`config.mk`:
```
export PLATFORM = sky130hd
export DESIGN_NAME = game_ctrl_fsm_flat
export DESIGN_NICKNAME = d
export VERILOG_FILES = /design/src/rtl/game_ctrl_fsm_if.sv /design/src/rtl/game_ctrl_fsm.sv /design/src/flat_wrapper.sv
export SDC_FILE = /design/constraint.sdc
export NUM_CORES = 1
export LEC_CHECK = 0
export CAP_MARGIN = 20
export CORE_MARGIN = 5
export CORE_UTILIZATION = 24
export CTS_BUF_LIST = sky130_fd_sc_hd__clkbuf_16
export DETAILED_ROUTE_END_ITERATION = 7
export GPL_ROUTABILITY_DRIVEN = 1
export GPL_TIMING_DRIVEN = 0
export PLACE_DENSITY = 0.53
export REMOVE_ABC_BUFFERS = 1
export SYNTH_ARGS = -nofsm -noshare
export SYNTH_HDL_FRONTEND = slang
export SYNTH_SLANG_ARGS = --single-unit
```
`constraint.sdc`:
```
create_clock -name clk -period 2.2 [get_ports clk]
set_input_delay 0.22 -clock clk [delete_from_list [all_inputs] [get_ports clk]]
set_output_delay 0.22 -clock clk [all_outputs]
set_load 0.01 [all_outputs]
```
`src/rtl/game_ctrl_fsm_if.sv`:
```
// game_ctrl_fsm_if: button inputs, board move/spawn handshake and status outputs of the tile-game controller.
interface game_ctrl_fsm_if #(
    parameter int MOVE_CNT_W = 16
);
    logic up, down, left, right;
    logic win_in, lose_in, move_done, spawn_done;
    logic move_start, spawn_start, busy;
    logic win_state, lose_state, err_timeout;
    logic [1:0] dir;
    logic [2:0] state_o;
    logic [MOVE_CNT_W-1:0] move_count;

    modport master (
        output up, down, left, right, win_in, lose_in, move_done, spawn_done,
        input  move_start, dir, spawn_start, busy, state_o, win_state, lose_state, err_timeout, move_count
    );
    modport slave (
        input  up, down, left, right, win_in, lose_in, move_done, spawn_done,
        output move_start, dir, spawn_start, busy, state_o, win_state, lose_state, err_timeout, move_count
    );
endinterface

```
`src/rtl/game_ctrl_fsm.sv`:
```
// game_ctrl_fsm: tile-game move controller with one-deep press buffer, saturating move counter and handshake watchdog.
// Optional GAME_IDLE_TIMEOUT_EN forces LOSE after IDLE_TIMEOUT idle cycles once at least one move has completed.
module game_ctrl_fsm #(
    parameter int MOVE_CNT_W   = 16,
    parameter int ACK_TIMEOUT  = 64,
    parameter int IDLE_TIMEOUT = 1000
) (
    input logic clk,
    input logic reset,
    game_ctrl_fsm_if.slave io_bus
);
    typedef enum logic [2:0] {
        IDLE  = 3'd0,
        MOVE  = 3'd1,
        SPAWN = 3'd2,
        CHECK = 3'd3,
        WIN   = 3'd4,
        LOSE  = 3'd5,
        ERROR = 3'd6
    } state_t;

    localparam int WD_W = ACK_TIMEOUT > 0 ? $clog2(ACK_TIMEOUT + 1) : 1;
    localparam logic [WD_W-1:0] WD_LIMIT = WD_W'(ACK_TIMEOUT);

    state_t                r_state;
    logic [3:0]            r_btn_prev;
    logic [1:0]            r_dir, r_pend_dir;
    logic                  r_pend_v, r_move_start, r_spawn_start;
    logic [WD_W-1:0]       r_wd_cnt;
    logic [MOVE_CNT_W-1:0] r_move_count;
    logic [3:0]            w_btn, w_rise;
    logic [1:0]            w_press_dir;
    logic                  w_press, w_busy, w_wd_expired, w_idle_expired;

    assign w_btn        = {io_bus.right, io_bus.left, io_bus.down, io_bus.up};
    assign w_rise       = w_btn & ~r_btn_prev;
    assign w_press      = |w_rise;
    assign w_press_dir  = w_rise[0] ? 2'd0 : w_rise[1] ? 2'd1 : w_rise[2] ? 2'd2 : 2'd3;
    assign w_busy       = r_state inside {MOVE, SPAWN, CHECK};
    // The watchdog trips one cycle after the window closes, so done in the last allowed cycle still wins.
    assign w_wd_expired = (ACK_TIMEOUT != 0) && (r_wd_cnt >= WD_LIMIT);

`ifdef GAME_IDLE_TIMEOUT_EN
    localparam int IT_W = $clog2(IDLE_TIMEOUT + 1);
    logic [IT_W-1:0] r_idle_cnt;
    assign w_idle_expired = (32'(r_idle_cnt) + 32'd1 >= 32'(IDLE_TIMEOUT)) && (r_move_count != '0);
`else
    assign w_idle_expired = 1'b0;
`endif

    always_ff @(posedge clk) begin
        if (!reset) begin
            r_state       <= IDLE;
            r_btn_prev    <= '1;
            r_dir         <= '0;
            r_pend_dir    <= '0;
            r_pend_v      <= 1'b0;
            r_move_start  <= 1'b0;
            r_spawn_start <= 1'b0;
            r_wd_cnt      <= '0;
            r_move_count  <= '0;
`ifdef GAME_IDLE_TIMEOUT_EN
            r_idle_cnt    <= '0;
`endif
        end else begin
            r_btn_prev    <= w_btn;
            r_move_start  <= 1'b0;
            r_spawn_start <= 1'b0;
            if (w_busy && w_press && !r_pend_v) begin
                r_pend_v   <= 1'b1;
                r_pend_dir <= w_press_dir;
            end
            case (r_state)
                IDLE: begin
`ifdef GAME_IDLE_TIMEOUT_EN
                    r_idle_cnt <= r_idle_cnt + 1'b1;
`endif
                    if (r_pend_v || w_press) begin
                        r_state      <= MOVE;
                        r_dir        <= r_pend_v ? r_pend_dir : w_press_dir;
                        r_pend_v     <= 1'b0;
                        r_move_start <= 1'b1;
                        r_wd_cnt     <= '0;
                    end else if (w_idle_expired) begin
                        r_state <= LOSE;
                    end
                end
                MOVE: begin
                    if (w_wd_expired) begin
                        r_state <= ERROR;
                    end else if (io_bus.move_done) begin
                        r_state       <= SPAWN;
                        r_spawn_start <= 1'b1;
                        r_wd_cnt      <= '0;
                        r_move_count  <= (r_move_count == '1) ? r_move_count : r_move_count + 1'b1;
                    end else begin
                        r_wd_cnt <= r_wd_cnt + 1'b1;
                    end
                end
                SPAWN: begin
                    if (w_wd_expired) r_state <= ERROR;
                    else if (io_bus.spawn_done) r_state <= CHECK;
                    else r_wd_cnt <= r_wd_cnt + 1'b1;
                end
                CHECK: begin
                    if (io_bus.win_in) begin
                        r_state <= WIN;
                    end else if (io_bus.lose_in) begin
                        r_state <= LOSE;
                    end else if (r_pend_v) begin
                        // A press landing in this same cycle refills the buffer being consumed.
                        r_state      <= MOVE;
                        r_dir        <= r_pend_dir;
                        r_pend_v     <= w_press;
                        r_pend_dir   <= w_press_dir;
                        r_move_start <= 1'b1;
                        r_wd_cnt     <= '0;
                    end else begin
                        r_state <= IDLE;
`ifdef GAME_IDLE_TIMEOUT_EN
                        r_idle_cnt <= '0;
`endif
                    end
                end
                WIN, LOSE, ERROR: r_state <= r_state;
                default: begin
                    r_state <= IDLE;
`ifdef GAME_IDLE_TIMEOUT_EN
                    r_idle_cnt <= '0;
`endif
                end
            endcase
        end
    end

    assign io_bus.move_start  = r_move_start;
    assign io_bus.spawn_start = r_spawn_start;
    assign io_bus.dir         = r_dir;
    assign io_bus.busy        = w_busy;
    assign io_bus.state_o     = r_state;
    assign io_bus.win_state   = (r_state == WIN);
    assign io_bus.lose_state  = (r_state == LOSE);
    assign io_bus.err_timeout = (r_state == ERROR);
    assign io_bus.move_count  = r_move_count;
endmodule
```
`src/flat_wrapper.sv`:
```
// flat-port wrapper written by rule: the top's interface ports become plain ports
module game_ctrl_fsm_flat 
#(
    parameter int MOVE_CNT_W   = 16,
    parameter int ACK_TIMEOUT  = 64,
    parameter int IDLE_TIMEOUT = 1000
)
  (clk, reset, io_bus_up, io_bus_down, io_bus_left, io_bus_right, io_bus_win_in, io_bus_lose_in, io_bus_move_done, io_bus_spawn_done, io_bus_move_start, io_bus_dir, io_bus_spawn_start, io_bus_busy, io_bus_state_o, io_bus_win_state, io_bus_lose_state, io_bus_err_timeout, io_bus_move_count);
  game_ctrl_fsm_if #(.MOVE_CNT_W(MOVE_CNT_W)) io_bus_i ();
  input logic clk;
  input logic reset;
  input wire logic [$bits(io_bus_i.up)-1:0] io_bus_up;
  input wire logic [$bits(io_bus_i.down)-1:0] io_bus_down;
  input wire logic [$bits(io_bus_i.left)-1:0] io_bus_left;
  input wire logic [$bits(io_bus_i.right)-1:0] io_bus_right;
  input wire logic [$bits(io_bus_i.win_in)-1:0] io_bus_win_in;
  input wire logic [$bits(io_bus_i.lose_in)-1:0] io_bus_lose_in;
  input wire logic [$bits(io_bus_i.move_done)-1:0] io_bus_move_done;
  input wire logic [$bits(io_bus_i.spawn_done)-1:0] io_bus_spawn_done;
  output wire logic [$bits(io_bus_i.move_start)-1:0] io_bus_move_start;
  output wire logic [$bits(io_bus_i.dir)-1:0] io_bus_dir;
  output wire logic [$bits(io_bus_i.spawn_start)-1:0] io_bus_spawn_start;
  output wire logic [$bits(io_bus_i.busy)-1:0] io_bus_busy;
  output wire logic [$bits(io_bus_i.state_o)-1:0] io_bus_state_o;
  output wire logic [$bits(io_bus_i.win_state)-1:0] io_bus_win_state;
  output wire logic [$bits(io_bus_i.lose_state)-1:0] io_bus_lose_state;
  output wire logic [$bits(io_bus_i.err_timeout)-1:0] io_bus_err_timeout;
  output wire logic [$bits(io_bus_i.move_count)-1:0] io_bus_move_count;
  assign io_bus_i.up = io_bus_up;
  assign io_bus_i.down = io_bus_down;
  assign io_bus_i.left = io_bus_left;
  assign io_bus_i.right = io_bus_right;
  assign io_bus_i.win_in = io_bus_win_in;
  assign io_bus_i.lose_in = io_bus_lose_in;
  assign io_bus_i.move_done = io_bus_move_done;
  assign io_bus_i.spawn_done = io_bus_spawn_done;
  assign io_bus_move_start = io_bus_i.move_start;
  assign io_bus_dir = io_bus_i.dir;
  assign io_bus_spawn_start = io_bus_i.spawn_start;
  assign io_bus_busy = io_bus_i.busy;
  assign io_bus_state_o = io_bus_i.state_o;
  assign io_bus_win_state = io_bus_i.win_state;
  assign io_bus_lose_state = io_bus_i.lose_state;
  assign io_bus_err_timeout = io_bus_i.err_timeout;
  assign io_bus_move_count = io_bus_i.move_count;
  game_ctrl_fsm #(.MOVE_CNT_W(MOVE_CNT_W), .ACK_TIMEOUT(ACK_TIMEOUT), .IDLE_TIMEOUT(IDLE_TIMEOUT)) u_core (.clk(clk), .reset(reset), .io_bus(io_bus_i));
endmodule
```
==> results by group <==
Status
  • Status: finished, final reports clean

Final layout
  • Layout overhead on the synthesized area: 30.1%
  • Fin cells: 364
  • Inserted Diodes: 0
  • Final #Nets: 275
  • Layout cells sized above 1: ~5.7%

STA
  • Hold slack: 0.488 ns
  • Peak Freq: 488 MHz
  • Max-slew violation count: 0
  • Period utilization: 93.2%
  • Skew final: 0.00450 ns
  • Final number of hold-violating endpoints: 0
  • Final setup vio count: 0
  • RSZ-0062 raised after global routing: false
  • Post-layout min period: 2.05 ns
  • Normalized max-slew margin: 55.3%
  • Worst slew pin tran: 0.670 ns
  • Final Worst Setup Slack: 0.150 ns
  • Fin Setup TNS: 0 ns

Clock tree
  • Root Buffer: clkbuf_16
  • H-Tree Depth: 2
  • CTS Sinks: 37
  • Clk slew on worst S/H paths: 0.05 ns
  • Clock buffer depth: 2
  • CTS tree: built
  • Skew-Pair Late Insertion Delay: 0.28 ns
  • Setup Buffers After CTS: 0
  • Clock buffer count from CTS: 5

Global route
  • Pin count of the biggest net entering global routing: 29
  • Number of global-route vias before repair: between 1,500 and 2,000
  • Grt total ovfl: 0
  • Global-route wire length before repair: between 7 and 8 mm
  • Antenna violations before repair: 0
  • Grt met2 use: 15.0%
  • GR Layer Usage met3: roughly 2.5%
  • Total GRT Usage: 9.46%
  • Met1 Use GR: 12.2%
  • Grt peak-use layer: met2

Logic synthesis
  • Mapped Avg Cell Area: ~8.3 um^2
  • Largest family of logic cells by synthesized area: simple AND/OR/NAND/NOR gates
  • Synth Register Bits: 37
  • Ys flop type: dfxtp_1
  • Cells after Synth: between 200 and 250
  • Post-synth top cells: dfxtp_1 (37), nor2_1 (35), nand2_1 (13), xnor2_1 (13)
  • Post-synthesis compound-gate area fraction: roughly an eighth
  • Multiplexer share of the synthesized area: under 10%
  • Register area share after synthesis: 38.6%
  • Synth Area in XOR/XNOR: 5.94%
  • Dominant cell by count in the synthesized netlist: dfxtp_1
  • Yosys warnings: 0
  • Synthesized area: 0.00192 mm^2
  • Synth top area share: between 30% and 40%
  • Synth top area cells: dfxtp_1 (39%), nor2_1 (6.8%), xnor2_1 (5.9%)
  • Post-synth ARST share: 0%
  • Cell variety after synth: 45
  • Post-synthesis adder-cell area fraction: 1.96%
  • Yosys top cell by area: dfxtp_1
  • Post-synth EDFFs: 0
  • Post-synthesis simple-gate area fraction: roughly a third

Route
  • Pre-antenna DRT Iters: 4
  • Vias/cell: about 4.6
  • # DRC: 0
  • DR WL/cell: 12.6 um
  • Initial DRC count: 53
  • WL final: between 4 and 5 mm
  • Final ANT Viol Nets: 0
  • Vias: 1,686

Floorplan
  • Width of the die: 99.4 um
  • CORE AREA: 0.00777 mm^2
  • Chip height: 99.4 um
  • # rows: 32
  • Io pins: 37
  • Die area: around 0.0099 mm^2
  • Initial Util: 24.7%

Setup path
  • CP Launch Type: flop
  • Crit-path max FO: 19
  • Crit Path Category: reg2out
  • Crit path required time: about 2.0 ns
  • Worst setup EP type: primary output
  • Internal reg-to-reg setup slack: about 0.33 ns
  • Worst EP arrival: 1.83 ns

Power
  • Sequential share of power: 43.4%
  • Pwr/cell area: 728 mW/mm^2
  • Leakage: 0.831 nW
  • Logic pwr share: between 20 and 25%
  • Clock power share: between 30% and 40%
  • P_sw: 503 uW
  • Peak VDD IR: 285 uV
  • Int Pwr: 1.31 mW
  • Sw Share: 27.7%

Flow run
  • Maxcap violations: 0

Place
  • DP HPWL: 3.30 mm
  • Number of port buffers: 36
  • GPL Wtd Cong: between 0.7 and 0.8
  • DP Cell Count: 357
  • Pre-CTS setup slack: 0.0387 ns

Min path
  • Hold Path Class: reg2reg
==> routing by layer <==
metal / wire, um / vias to the layer above / share of wire [%]
met5: 0 / - / 0
met4: 75 / 0 / 1.6
met3: 177 / 6 / 3.9
met2: 2090 / 24 / 46
met1: 2250 / 773 / 49
li1: - / 883 / -
==> timing repair <==
action | 4_1_cts | 5_1_grt
gates cloned | 0 | 0
hold buffers | 0 | 0
endpoints found under the setup margin | 1 | 6
pin swaps | 0 | 0
gates resized for setup | 1 | 1
==> layout by cell type, fill, tap and decap left out, types with 2 or more instances in the layout <==
master,synthesis,routed
a211oi_1,2,2
a21oi_1,11,11
a31oi_1,3,3
and2_1,3,3
and3_1,3,3
and3b_1,2,2
and4_1,3,3
clkbuf_16,0,5
clkdlybuf4s50_1,0,36
dfxtp_1,37,35
dfxtp_2,0,2
ha_1,3,3
inv_1,5,6
mux2_2,2,2
mux2i_1,5,5
nand2_1,13,13
nand2b_1,6,6
nand3_1,8,8
nand4_1,5,5
nor2_1,35,35
nor2b_1,6,6
nor3_1,11,11
nor3b_1,4,4
nor4_1,9,9
o211ai_1,2,2
o21a_1,2,2
o21ai_0,8,8
or3_1,2,2
xnor2_1,13,13
==> final cells by class <==
class | instances | area, um^2
Sequential cell | 37 | 743
Clock inverter | 2 | 7.51
Tap cell | 102 | 128
Multi-Input combinational cell | 176 | 1110
Fill cell | 829 | 5270
Inverter | 6 | 22.5
Timing Repair Buffer | 36 | 360
Clock buffer | 5 | 125
==> metrics by stage <==
| step | util (%) | cell area (um^2) | power (mW) |
|---|---|---|---|
| after CTS | 32.1 | 2490 | 1.85 |
| after detailed placement | 30.4 | 2360 | 1.18 |
| after global routing | 32.1 | 2500 | 1.92 |
| after floorplan | - | 1870 | 1.02 |
| final | 32.1 | 2500 | 1.82 |
| after global placement | 30.4 | 2360 | 1.18 |
==> state kept, by name, indices dropped and copies added, names as in the netlist <==
| name | count |
|---|---|
| u_core.io_bus.dir | 2 |
| u_core.r_pend_dir | 2 |
| u_core.io_bus.move_count | 16 |
| u_core.r_pend_v | 1 |
| u_core.io_bus.spawn_start | 1 |
| u_core.r_btn_prev | 4 |
| u_core.r_wd_cnt | 7 |
| u_core.io_bus.state_o | 3 |
| u_core.io_bus.move_start | 1 |
==> cell families after synthesis <==
family | Yosys count
AO/OA/AOI/OAI | 35
adder cells (fa/ha/maj) | 3
multiplexers | 7
AND/OR/NAND/NOR | 118
XOR/XNOR | 13
buffers and inverters | 17
flip-flops | 37
==> path summary, 6_finish.rpt <==
kind | cells after the start | startpoint | end
worst min-delay path | 2 | u_core.r_wd_cnt[1]$_SDFFE_PN0P_ | u_core.r_wd_cnt[1]$_SDFFE_PN0P_
worst min register to register | 2 | u_core.r_wd_cnt[1]$_SDFFE_PN0P_ | u_core.r_wd_cnt[1]$_SDFFE_PN0P_
worst max-delay path | 3 | u_core.io_bus.state_o[1]$_SDFFE_PN0P_ | io_bus_err_timeout
worst max register to register | 5 | u_core.io_bus.state_o[2]$_SDFFE_PN0P_ | u_core.io_bus.move_count[9]$_SDFFE_PN0P_
==> critical path, cell delays in order, from the launching register on <==
cell and delay, ns:
dfxtp_2 0.54, nor2b_1 0.29, and2_1 0.18, clkdlybuf4s50_1 0.54
==> power groups by stage <==
stage               logic [mW]  clock network [mW]  registers, mW
floorplan                0.227                   0          0.794
global placement         0.376                   0          0.802
detailed placement       0.377                   0          0.802
CTS                      0.379               0.687          0.789
global route             0.413               0.710          0.800
finish                   0.373               0.656          0.789
Power figures use the tool's default switching activity.
